===== config.mk =====
export PLATFORM = sky130hd
export DESIGN_NAME = display_scanner
export DESIGN_NICKNAME = d
export VERILOG_FILES = /design/src/rtl/display_scanner.sv
export SDC_FILE = /design/constraint.sdc
export NUM_CORES = 1
export LEC_CHECK = 0
export BUFFER_PORTS_ARGS = -buffer_cell sky130_fd_sc_hd__buf_2
export CAP_MARGIN = 10
export CORE_ASPECT_RATIO = 0.8
export CORE_MARGIN = 5
export CORE_UTILIZATION = 55
export CTS_BUF_LIST = sky130_fd_sc_hd__clkbuf_4 sky130_fd_sc_hd__clkbuf_8
export DETAILED_ROUTE_END_ITERATION = 8
export PLACE_DENSITY = 0.81
export SETUP_SLACK_MARGIN = 0.02
export SYNTH_ARGS = -nofsm -noshare
export SYNTH_HDL_FRONTEND = slang
export SYNTH_SLANG_ARGS = --single-unit

===== constraint.sdc =====
create_clock -name clk -period 4.3 [get_ports clk]
set_input_delay 0.43 -clock clk [delete_from_list [all_inputs] [get_ports clk]]
set_output_delay 0.43 -clock clk [all_outputs]
set_load 0.05 [all_outputs]

===== src/rtl/display_scanner.sv =====
// Time-multiplexes a DIGITS-wide hex value onto one shared 7-segment decoder,
// with per-slot ghost-blanking, leading-zero suppression and frame-aligned updates.
module display_scanner #(
  parameter int DIGITS       = 4,
  parameter int PRESCALE     = 50000,
  parameter int BLANK_CYCLES = 16
) (
  input  logic                                    clk,
  input  logic                                    reset,
  input  logic                                    enable,
  input  logic [4*DIGITS-1:0]                     value,
  input  logic                                    load,
  input  logic                                    blank_leading,
  output logic [3:0]                              nibble,
  output logic [DIGITS-1:0]                       digit_en,
  output logic [((DIGITS > 1) ? $clog2(DIGITS) : 1)-1:0] digit_idx,
  output logic                                    frame_done
);

  localparam int IW = (DIGITS > 1) ? $clog2(DIGITS) : 1;
  localparam int CW = $clog2(PRESCALE);
  localparam int DW = 4 * DIGITS;

  localparam logic [CW-1:0] CNT_LAST = CW'(PRESCALE - 1);
  localparam logic [CW-1:0] GAP_LAST = CW'(BLANK_CYCLES - 1);
  localparam logic [IW-1:0] IDX_LAST = IW'(DIGITS - 1);

  typedef enum logic {
    GAP  = 1'b0,
    SCAN = 1'b1
  } phase_t;

  phase_t            phase_q, phase_d;
  logic [CW-1:0]     cnt_q, cnt_d;
  logic [IW-1:0]     idx_q, idx_d;
  logic [DW-1:0]     pending_q, pending_d;
  logic [DW-1:0]     display_q, display_d;
  logic [3:0]        nibble_q, nibble_d;
  logic [DIGITS-1:0] digit_en_q, digit_en_d;
  logic [IW-1:0]     digit_idx_q, digit_idx_d;
  logic              frame_done_q, frame_done_d;

  logic              boundary;
  logic              all_zero;
  logic [DIGITS-1:0] blanked;
  int unsigned       di;

  always_comb begin
    phase_d   = phase_q;
    cnt_d     = cnt_q;
    idx_d     = idx_q;
    pending_d = load ? value : pending_q;
    boundary  = (phase_q == SCAN) && (cnt_q == CNT_LAST) && (idx_q == IDX_LAST);
    display_d = boundary ? (load ? value : pending_q) : display_q;

    if (!enable) begin
      phase_d = GAP;
      cnt_d   = '0;
      idx_d   = '0;
    end else begin
      unique case (phase_q)
        GAP: begin
          cnt_d = cnt_q + 1'b1;
          if (cnt_q == GAP_LAST) phase_d = SCAN;
        end
        SCAN: begin
          if (cnt_q == CNT_LAST) begin
            cnt_d   = '0;
            phase_d = GAP;
            idx_d   = (idx_q == IDX_LAST) ? '0 : idx_q + 1'b1;
          end else begin
            cnt_d = cnt_q + 1'b1;
          end
        end
        default: phase_d = GAP;
      endcase
    end
  end

  // Outputs are registered from next-state so they line up with the state they describe.
  always_comb begin
    all_zero = 1'b1;
    blanked  = '0;
    di       = 0;
    for (int unsigned k = 0; k < DIGITS; k++) begin
      di = DIGITS - 1 - k;
      all_zero = all_zero && (display_d[4*di +: 4] == 4'h0);
      blanked[di] = blank_leading && all_zero && (di != 0);
    end

    nibble_d     = display_d[4*int'(idx_d) +: 4];
    digit_idx_d  = idx_d;
    digit_en_d   = '0;
    if ((phase_d == SCAN) && !blanked[idx_d]) digit_en_d = DIGITS'(1) << idx_d;
    frame_done_d = (phase_d == SCAN) && (cnt_d == CNT_LAST) && (idx_d == IDX_LAST);
  end

  always_ff @(posedge clk) begin
    if (reset) begin
      phase_q      <= GAP;
      cnt_q        <= '0;
      idx_q        <= '0;
      pending_q    <= '0;
      display_q    <= '0;
      nibble_q     <= '0;
      digit_en_q   <= '0;
      digit_idx_q  <= '0;
      frame_done_q <= 1'b0;
    end else begin
      phase_q      <= phase_d;
      cnt_q        <= cnt_d;
      idx_q        <= idx_d;
      pending_q    <= pending_d;
      display_q    <= display_d;
      nibble_q     <= nibble_d;
      digit_en_q   <= digit_en_d;
      digit_idx_q  <= digit_idx_d;
      frame_done_q <= frame_done_d;
    end
  end

  assign nibble     = nibble_q;
  assign digit_en   = digit_en_q;
  assign digit_idx  = digit_idx_q;
  assign frame_done = frame_done_q;

endmodule


Word-level counts from Yosys, hierarchy flattened

Index checks and enable logic that the tools add are counted.

Register bits after elaboration: 60
Bits of input ports: 21
Output and inout bits: 11
Word-level logic and storage cells: 50

Add/subtract/negate cells: 2
$lt $le $gt $ge: 1
Eq/ne operators: 5
Shifts and indexed selects: 2
Muxes and demuxes: 15
Bitwise operators: 2
Reduce and logical (&&, ||, !) cells: 15

Operators with widths:

| kind                  | count |
|---|---|
| $mux 16               | 4 |
| $eq 16x16->1 const B  | 2 |
| $pmux 16 s2           | 1 |
| $add 16x1->16 const B | 1 |
| $eq 16x4->1 const B   | 1 |
| $shiftx 16x5->4       | 1 |
| $logic_not 4->1       | 3 |
| $logic_and 1x1->1     | 10 |
| $mux 2                | 4 |
| $eq 2x2->1 const B    | 2 |
| $mux 1                | 4 |
| $shl 1x2->4 const A   | 1 |
| $lt 2x3->1 const B    | 1 |
| $add 2x1->2 const B   | 1 |
| $bmux 1 s2            | 1 |
| $not 1->1             | 2 |
| $pmux 1 s2            | 1 |
| $reduce_or 2->1       | 1 |
| $logic_not 1->1       | 1 |

Logic depth before layout (Yosys ltp)

Gate-level depths: netlist (run 1).

Word-level depth: 14
Depth in mapped cells: 11
Gate-level depth less buffers: 8

Least setup slack after synthesis (run 1)

No wires, ideal clock.

Path type: reg2reg
Start: register cnt_q[0]
End: register nibble_q[1] (netlist: nibble[1])
Library setup time: 0.065 ns
Arrival time: 2.242 ns
Data required time: 4.235 ns
Path slack: 1.993 ns
Stages on the path, launching flop included: 11
Buffers on the path: 2
Period minus slack after synthesis: 2.307 ns
Cells stage by stage: dfxtp_1 -> ha_1 -> and3_1 -> buf_4 -> and4_1 -> buf_4 -> nand2_2 -> nor2_1 -> a31oi_2 -> mux4_2 -> nor2_1

Word-level cells in the longest chain between the ends: 5
Elaborated cells between the ends (all ways): 8
Classes of those cells: 1 x eq/ne; 1 x shift; 4 x mux; 2 x reduce/logical

Ends and longest elaborated chain:

| item                                        | line   | text |
|---|---|---|
| from (decl)                                 | 34     | `logic [CW-1:0] cnt_q, cnt_d;` |
| from (signal assigned)                      | 111    | `cnt_q <= cnt_d;` |
| $eq 16x16->1 (*)                            | 53, 67 |  |
| $mux 2 or $logic_and 1x1->1 (tied branches) | 67, 53 |  |
| $mux 2 or $logic_and 1x1->1 (tied branches) | 61, 53 |  |
| $mux 2 or $mux 16 (tied branches)           | 56, 54 |  |
| $shiftx 16x5->4 (*)                         | 91     | `nibble_d = display_d[4*int'(idx_d) +: 4];` |
| to (signal assigned)                        | 115    | `nibble_q <= nibble_d;` |
| to (decl)                                   | 38     | `logic [3:0] nibble_q, nibble_d;` |

Every way passes the cells marked *; elsewhere a longest branch is shown, timed or not.
A chain may end at the register's enable or synchronous reset.

Worst setup path in the final report (run 1)

Start: register cnt_q[0]
End: register digit_en_q[2] (netlist: digit_en[2])

Word-level cells in the longest chain between the ends: 14
Elaborated cells between the ends (all ways): 27
Classes of those cells: 2 x eq/ne; 1 x shift; 10 x mux; 1 x bitwise; 13 x reduce/logical

Ends and longest elaborated chain:

| item                             | line   | text |
|---|---|---|
| $eq 16x16->1                     | 53, 67 |  |
| $logic_and 1x1->1 (2 in a row)   | 53     | `boundary = (phase_q == SCAN) && (cnt_q == CNT_LAST) && (idx_q == IDX_LAST);` |
| $mux 16                          | 54     | `display_d = boundary ? (load ? value : pending_q) : display_q;` |
| $logic_not 4->1                  | 87     | `all_zero = all_zero && (display_d[4*di +: 4] == 4'h0);` |
| $logic_and 1x1->1 (2 in a row)   | 87     |  |
| $logic_and 1x1->1                | 88     | `blanked[di] = blank_leading && all_zero && (di != 0);` |
| $bmux 1 s2                       | 94     | `if ((phase_d == SCAN) && !blanked[idx_d]) digit_en_d = DIGITS'(1) << idx_d;` |
| $mux 1 (not written as such)     | 94     |  |
| $logic_not 1->1                  | 94     |  |
| $logic_and 1x1->1                | 94     |  |
| $not 1->1 (no source line)       | -      |  |
| $reduce_or 2->1 (no source line) | -      |  |
| to (signal assigned)             | 116    | `digit_en_q <= digit_en_d;` |
| to (decl)                        | 39     | `logic [DIGITS-1:0] digit_en_q, digit_en_d;` |

Parallel ways exist; a longest one is shown, timed or not. The select of a mux whose other input is x is not followed.

==> results of run 1 <==
[synth_stat cells, types with 2 or more instances]
library cell,instances,share of area [%]
o22ai_1,2,0.47
buf_2,2,0.38
mux2i_1,20,7.6
and4_1,2,0.67
nand4_1,6,1.4
xnor2_1,9,3.0
nor3_1,7,1.3
mux4_2,3,2.6
nor2_1,74,11
o21ai_0,4,0.76
dfxtp_1,60,46
nand2_1,17,2.4
xor2_1,6,2.0
nand3_1,9,1.7
buf_4,3,0.86
and3_1,4,0.95
inv_1,8,1.1
a21oi_1,13,2.5
clkbuf_1,11,1.6
ha_1,2,0.95
nand3b_1,3,0.86
or4_1,2,0.57
nor2b_1,3,0.71
a31oi_1,2,0.47
buf_1,2,0.29
o31ai_1,2,0.57
mux2_2,3,1.3
nor4_1,6,1.4
[final cells by class]
class / instances / area share (%)
Clock buffer: 13 / 5.65
Multi-Input combinational cell: 214 / 44.4
Sequential cell: 60 / 40.7
Clock inverter: 2 / 0.340
Inverter: 8 / 1.02
Timing Repair Buffer: 31 / 5.26
Tap cell: 60 / 2.55
[layer usage]
| layer | GRT usage, % | vias to the layer above |
|---|---|---|
| met3 | 6.36 | 5 |
| met1 | 26.2 | 981 |
| li1 | - | 1071 |
| met5 | 0 | - |
| met2 | 27.1 | 76 |
| met4 | 8.18 | 0 |
[worst paths after layout]
path | slack (ns) | depth (start not counted) | from | endpoint
setup reg to reg | 1.71 | 7 | cnt_q[0]$_SDFF_PP0_ | digit_en[2]$_SDFF_PP0_
hold / removal | 0.37 | 3 | value[3] | pending_q[3]$_SDFF_PP0_
setup / recovery | 1.71 | 7 | cnt_q[0]$_SDFF_PP0_ | digit_en[2]$_SDFF_PP0_
hold reg to reg | 0.48 | 2 | display_q[1]$_SDFF_PP0_ | display_q[1]$_SDFF_PP0_
[power groups by stage]
stage                     combinational, W  clock, W  sequential [W]
final                            0.0000531  0.000448        0.000570
after global routing             0.0000592  0.000484        0.000570
after CTS                        0.0000531  0.000461        0.000570
after detailed placement         0.0000531         0        0.000582
after global placement           0.0000517         0        0.000581
after floorplan                  0.0000357         0        0.000581
[registers in the layout (all words and copies together), names as in the netlist]
register    flops
cnt_q          16
display_q      16
pending_q      16
digit_en        4
nibble          4
digit_idx       2
frame_done      1
phase_q         1
[worst max-delay path, delay by kind of cell, from the launching register on]
kind          cells  cell delay (ns)
flops             1             0.34
fa+ha+maj         1             0.24
simple gates      6             1.90
[metrics by stage]
| stage | hold slack, ns | util [%] | cell area (um^2) |
|---|---|---|---|
| after floorplan | 0.436 | - | 2630 |
| after global placement | 0.456 | 59.9 | 2770 |
| after detailed placement | 0.468 | 59.9 | 2770 |
| after CTS | 0.353 | 63.7 | 2950 |
| after global routing | 0.359 | 63.7 | 2950 |
| final | 0.366 | 63.7 | 2950 |
[kinds of logic (layout without fill, tap and decap cells)]
kind of cell	after synthesis	in the layout	share of synthesized area [%]
adders and majority gates	2	2	0.950
muxes	27	27	11.9
xor gates and xnor gates	15	15	4.99
AOI/OAI and AO/OA	29	29	6.70
buffers and inverters	27	54	4.66
DFF	60	60	45.6
and+or+nand+nor	141	141	25.2
==> run metrics, run 1 <==
status finished clean; I/O Buffers 31; static leakage 1.20 nW; Initial Utilization 57.0%; period utilization 60.2%; number of post-CTS setup repair buffers 0; Syn Nets 324; sequential fraction of the synthesis area 45.6%; final setup violation count 0; worst path required time 4.54 ns; worst skew pair latency 0.34 ns; met2 wire len 2.38 mm; total global-route track usage 19.0%; Rel. slew slack 53.4%; Fin. Hold Viols 0; first-pass GRT wire length 9.17 mm; TritonCTS buffer count 9; commonest non-fill, non-tap cells in the layout 74 x nor2_1, 60 x dfxtp_1, 31 x buf_2; DP HPWL 3.99 mm; Ports 32; Die Ht 71.9 um; Synth warnings 0; DR DRC count 0; CP Launch Type flip-flop; metal3 WL 428 um; die area 6280 um^2; uppermost layer routed met4; HP Class in -> reg; Fill cells 393; final non-filler cell total 388; CP max stage cell or2_2; RSZ-0062 raised after global routing false; final slew viol count 0; Power Density 363 nW/um^2; Post-CTS Resized 0; EDFF count, synth 0; max cap viols 0; sequential share of power 53.2%; clock sink count 60; placed cell count 373; grt total ovfl 0; Avg Inst Size Synth 8.75 um^2; setup TNS 0 ns; DR iter-0 viols 215; synth-to-layout area growth 11.9%; critical path class reg -> reg; worst path cell trace ha_1, and3_1, and4_1, nand2_2, nand3b_1, or2_2, nor4_1; initial antenna violation count 0; pre-CTS setup slack 1.74 ns; Least-Margin Pin Slew 0.700 ns; Final ANT Viol Nets 0; Via density 5.50; Critical Path AT 2.82 ns; commonest non-fill, non-tap cell in the layout nor2_1; Total Routed Length 5.52 mm; multi-input logic area 1310 um^2; Distinct cells, synth 44; Root Driver clkbuf_8; Sw Ratio 22.0%; CTS Hold Bufs 0; wl on met1 2.66 mm; layout cell share with drive strength beyond 1 17.7%; Gate power share 5.0%; largest net degree at the start of global routing 42; cell area after synthesis 2630 um^2; # nets final 347; routed via count 2,133; H-tree Lvls 3; CP peak stage delay 0.51 ns; clk buf depth 2; FMAX 386 MHz; number of diodes 0; Core ar. 4620 um^2; post-layout min period 2.59 ns; row cnt 22; internal power 0.000836 W; vias in the first global route 1,953; CTS clock-pin slew for the worst setup and hold paths 0.07 ns; clock share of power 41.8%; crit end category flip-flop; Routed WL per cell 14.2 um; Yosys reg bits 60; gpl congestion 0.898; crit-path max FO 15; NetSw 0.000235 W; Max VDD drop 164 uV; 1st-pass router iterations 5; slack of the critical path 1.71 ns; Seq. cell area 1200 um^2; asr flop ratio synth 0%; top_reg_cell synth dfxtp_1; Final Power 0.00107 W; CTS tree built; clk_skew 0.00846 ns; Synth Instances 301; Die X-Extent 87.4 um
No activity file was read; power rests on OpenSTA's default activity.
==> inputs of run 2 (changes only) <==
--- a/config.mk
+++ b/config.mk
@@ -9,10 +9,10 @@
 export CAP_MARGIN = 10
 export CORE_ASPECT_RATIO = 0.8
 export CORE_MARGIN = 5
-export CORE_UTILIZATION = 55
+export CORE_UTILIZATION = 54
 export CTS_BUF_LIST = sky130_fd_sc_hd__clkbuf_4 sky130_fd_sc_hd__clkbuf_8
 export DETAILED_ROUTE_END_ITERATION = 8
-export PLACE_DENSITY = 0.81
+export PLACE_DENSITY = 0.83
 export SETUP_SLACK_MARGIN = 0.02
 export SYNTH_ARGS = -nofsm -noshare
 export SYNTH_HDL_FRONTEND = slang
==> constraint.sdc (replaced) <==
create_clock -name clk -period 2.3 [get_ports clk]
set_input_delay 0.23 -clock clk [delete_from_list [all_inputs] [get_ports clk]]
set_output_delay 0.23 -clock clk [all_outputs]
set_load 0.05 [all_outputs]
==> run 2 against run 1 <==
Against the previous run: total power grew 92%; clock power rose by 97%; utilization up 3.7 points; critical endpoint is now digit_en[1]$_SDFF_PP0_.
==> run metrics, run 2 (same netlist as run 1, synthesis figures left out) <==
Rel. slew slack 74.2% (+21 points); Critical Path AT 2.41 ns (-0.41 ns); Least-Margin Pin Slew 0.383 ns (-0.317 ns); DR iter-0 viols 341 (+59%); placed cell count 384 (+2.9%); NetSw 0.000465 W (+98%); internal power 0.00159 W (+91%); # nets final 363 (+4.6%); row cnt 22 (unchanged); Final Power 0.00206 W (+92%); pre-CTS setup slack -0.0411 ns (-1.78 ns); final non-filler cell total 405 (+4.4%); Final ANT Viol Nets 0 (unchanged); worst path required time 2.52 ns (-2.02 ns); Initial Utilization 56.6% (-0.34 points); commonest non-fill, non-tap cell in the layout nor2_1; clock share of power 42.9% (+1.1 points); total global-route track usage 20.3% (+1.3 points); Core ar. 4650 um^2 (+0.60%); Max VDD drop 394 uV (+140%); synth-to-layout area growth 19.0%; setup TNS 0 ns (unchanged); status finished clean; H-tree Lvls 3 (unchanged); FMAX 457 MHz (+18%); period utilization 95.1% (+35 points); slack of the critical path 0.113 ns (-1.60 ns); clock sink count 60 (unchanged); sequential share of power 51.8% (-1.4 points); CTS Hold Bufs 0 (unchanged); Fin. Hold Viols 0 (unchanged); RSZ-0062 raised after global routing false; Total Routed Length 6.22 mm (+13%); crit-path max FO 5 (-10); biggest regs cnt_q x16, display_q x16, pending_q x16; HP Class in -> reg; design area 3140 um^2 (+6.4%); routed via count 2,331 (+9.3%); Sw Ratio 22.6% (+0.65 points); Routed WL per cell 15.4 um (+8.0%); Root Driver clkbuf_8; Die Ht 72.5 um (+0.79%); clk_skew 0.00647 ns (-0.00199 ns); vias in the first global route 2,134 (+9.3%); TritonCTS buffer count 9 (unchanged); final setup violation count 0 (unchanged); static leakage 1.28 nW (+6.4%); I/O Buffers 31 (unchanged); crit end category flip-flop; critical path class reg -> reg; die area 6380 um^2 (+1.6%); first-pass GRT wire length 9.98 mm (+8.9%); CP Launch Type flip-flop; Gate power share 5.3% (+0.3 points); Power Density 656 nW/um^2 (+81%); commonest non-fill, non-tap cells in the layout 74 x nor2_1, 58 x dfxtp_1, 31 x buf_2; DP HPWL 4.17 mm (+4.6%); grt total ovfl 0 (unchanged); CTS clock-pin slew for the worst setup and hold paths 0.06 ns (about the same); Via density 5.76 (+4.7%); Die X-Extent 88.1 um (+0.81%); FF-to-FF setup slack 0.11 ns (-1.60 ns); DR DRC count 0 (unchanged); post-layout min period 2.19 ns (-0.401 ns); worst skew pair latency 0.33 ns (about the same); Fill cells 344 (-12%); initial antenna violation count 0 (unchanged); layout cell share with drive strength beyond 1 24.1% (+6.4 points); largest net degree at the start of global routing 33 (-21%); clk buf depth 2 (unchanged); 1st-pass router iterations 6 (+1); placed cell area 2860 um^2 (+3.3%); gpl congestion 0.897 (-0.10%); CTS tree built; max cap viols 0 (unchanged); final slew viol count 0 (unchanged); Ports 32 (unchanged); number of diodes 0 (unchanged)
-- run 2: changes by cell type in the layout (fill, tap and decap cells not counted), moves of 2 or more --
cell / previous run / this run
buf_4: 0 / 14
clkinvlp_4: 0 / 2
dfxtp_1: 60 / 58
dfxtp_2: 0 / 2
ha_1: 2 / 0
ha_2: 0 / 2
-- run 2: worst paths after layout --
path / end / cells after the start / startpoint
max reg2reg: digit_en[1]$_SDFF_PP0_ / 9 / cnt_q[0]$_SDFF_PP0_
min: pending_q[3]$_SDFF_PP0_ / 3 / value[3]
min reg2reg: cnt_q[0]$_SDFF_PP0_ / 1 / cnt_q[0]$_SDFF_PP0_
max: digit_en[1]$_SDFF_PP0_ / 9 / cnt_q[0]$_SDFF_PP0_
-- run 2: power by group through the flow --
stage / registers [W] / clock network [W] / logic, W
global placement: 0.00109 / 0 / 0.000103
detailed placement: 0.00109 / 0 / 0.000104
CTS: 0.00106 / 0.000900 / 0.000106
finish: 0.00107 / 0.000884 / 0.000109
global route: 0.00107 / 0.000958 / 0.000121
floorplan: 0.00109 / 0 / 0.0000670
-- run 2: timing repair --
item,4_1_cts,5_1_grt
pin swaps,2,2
endpoints found under the setup margin,2,7
gates cloned,1,1
resized for setup,3,10
buffers inserted,1,2
hold endpoints to repair,0,0
-- run 2: stage by stage --
step	hold slack (ns)	utilization, %
after floorplan	0.312	-
after global placement	0.452	61.5
after detailed placement	0.462	61.5
after CTS	0.149	66.3
after global routing	0.175	67.4
final	0.157	67.4
-- run 2: cell type report --
cell class,instances,area (um^2),share of cell area (%)
clock buffer,13,173,5.51
inverter,8,30.0,0.958
clock inverter,3,20.0,0.638
tap,60,75.1,2.39
timing repair buffer,45,260,8.30
sequential,60,1200,38.4
multi-input combinational,216,1370,43.8
-- run 2: metal layers --
| metal | part of all wire, % | GRT usage, % |
|---|---|---|
| met1 | 45 | 27.7 |
| met2 | 44 | 29.5 |
| met3 | 8.8 | 7.38 |
| met4 | 1.8 | 7.05 |
| met5 | 0 | 0 |
-- run 2: critical path: stages, from the launching register on --
cell      delay (ns)
dfxtp_2         0.36
ha_2            0.20
and3_1          0.18
and4_4          0.31
buf_4           0.15
a21oi_1         0.05
o21a_1          0.22
o21ai_1         0.18
o31ai_2         0.10
a211oi_2        0.32
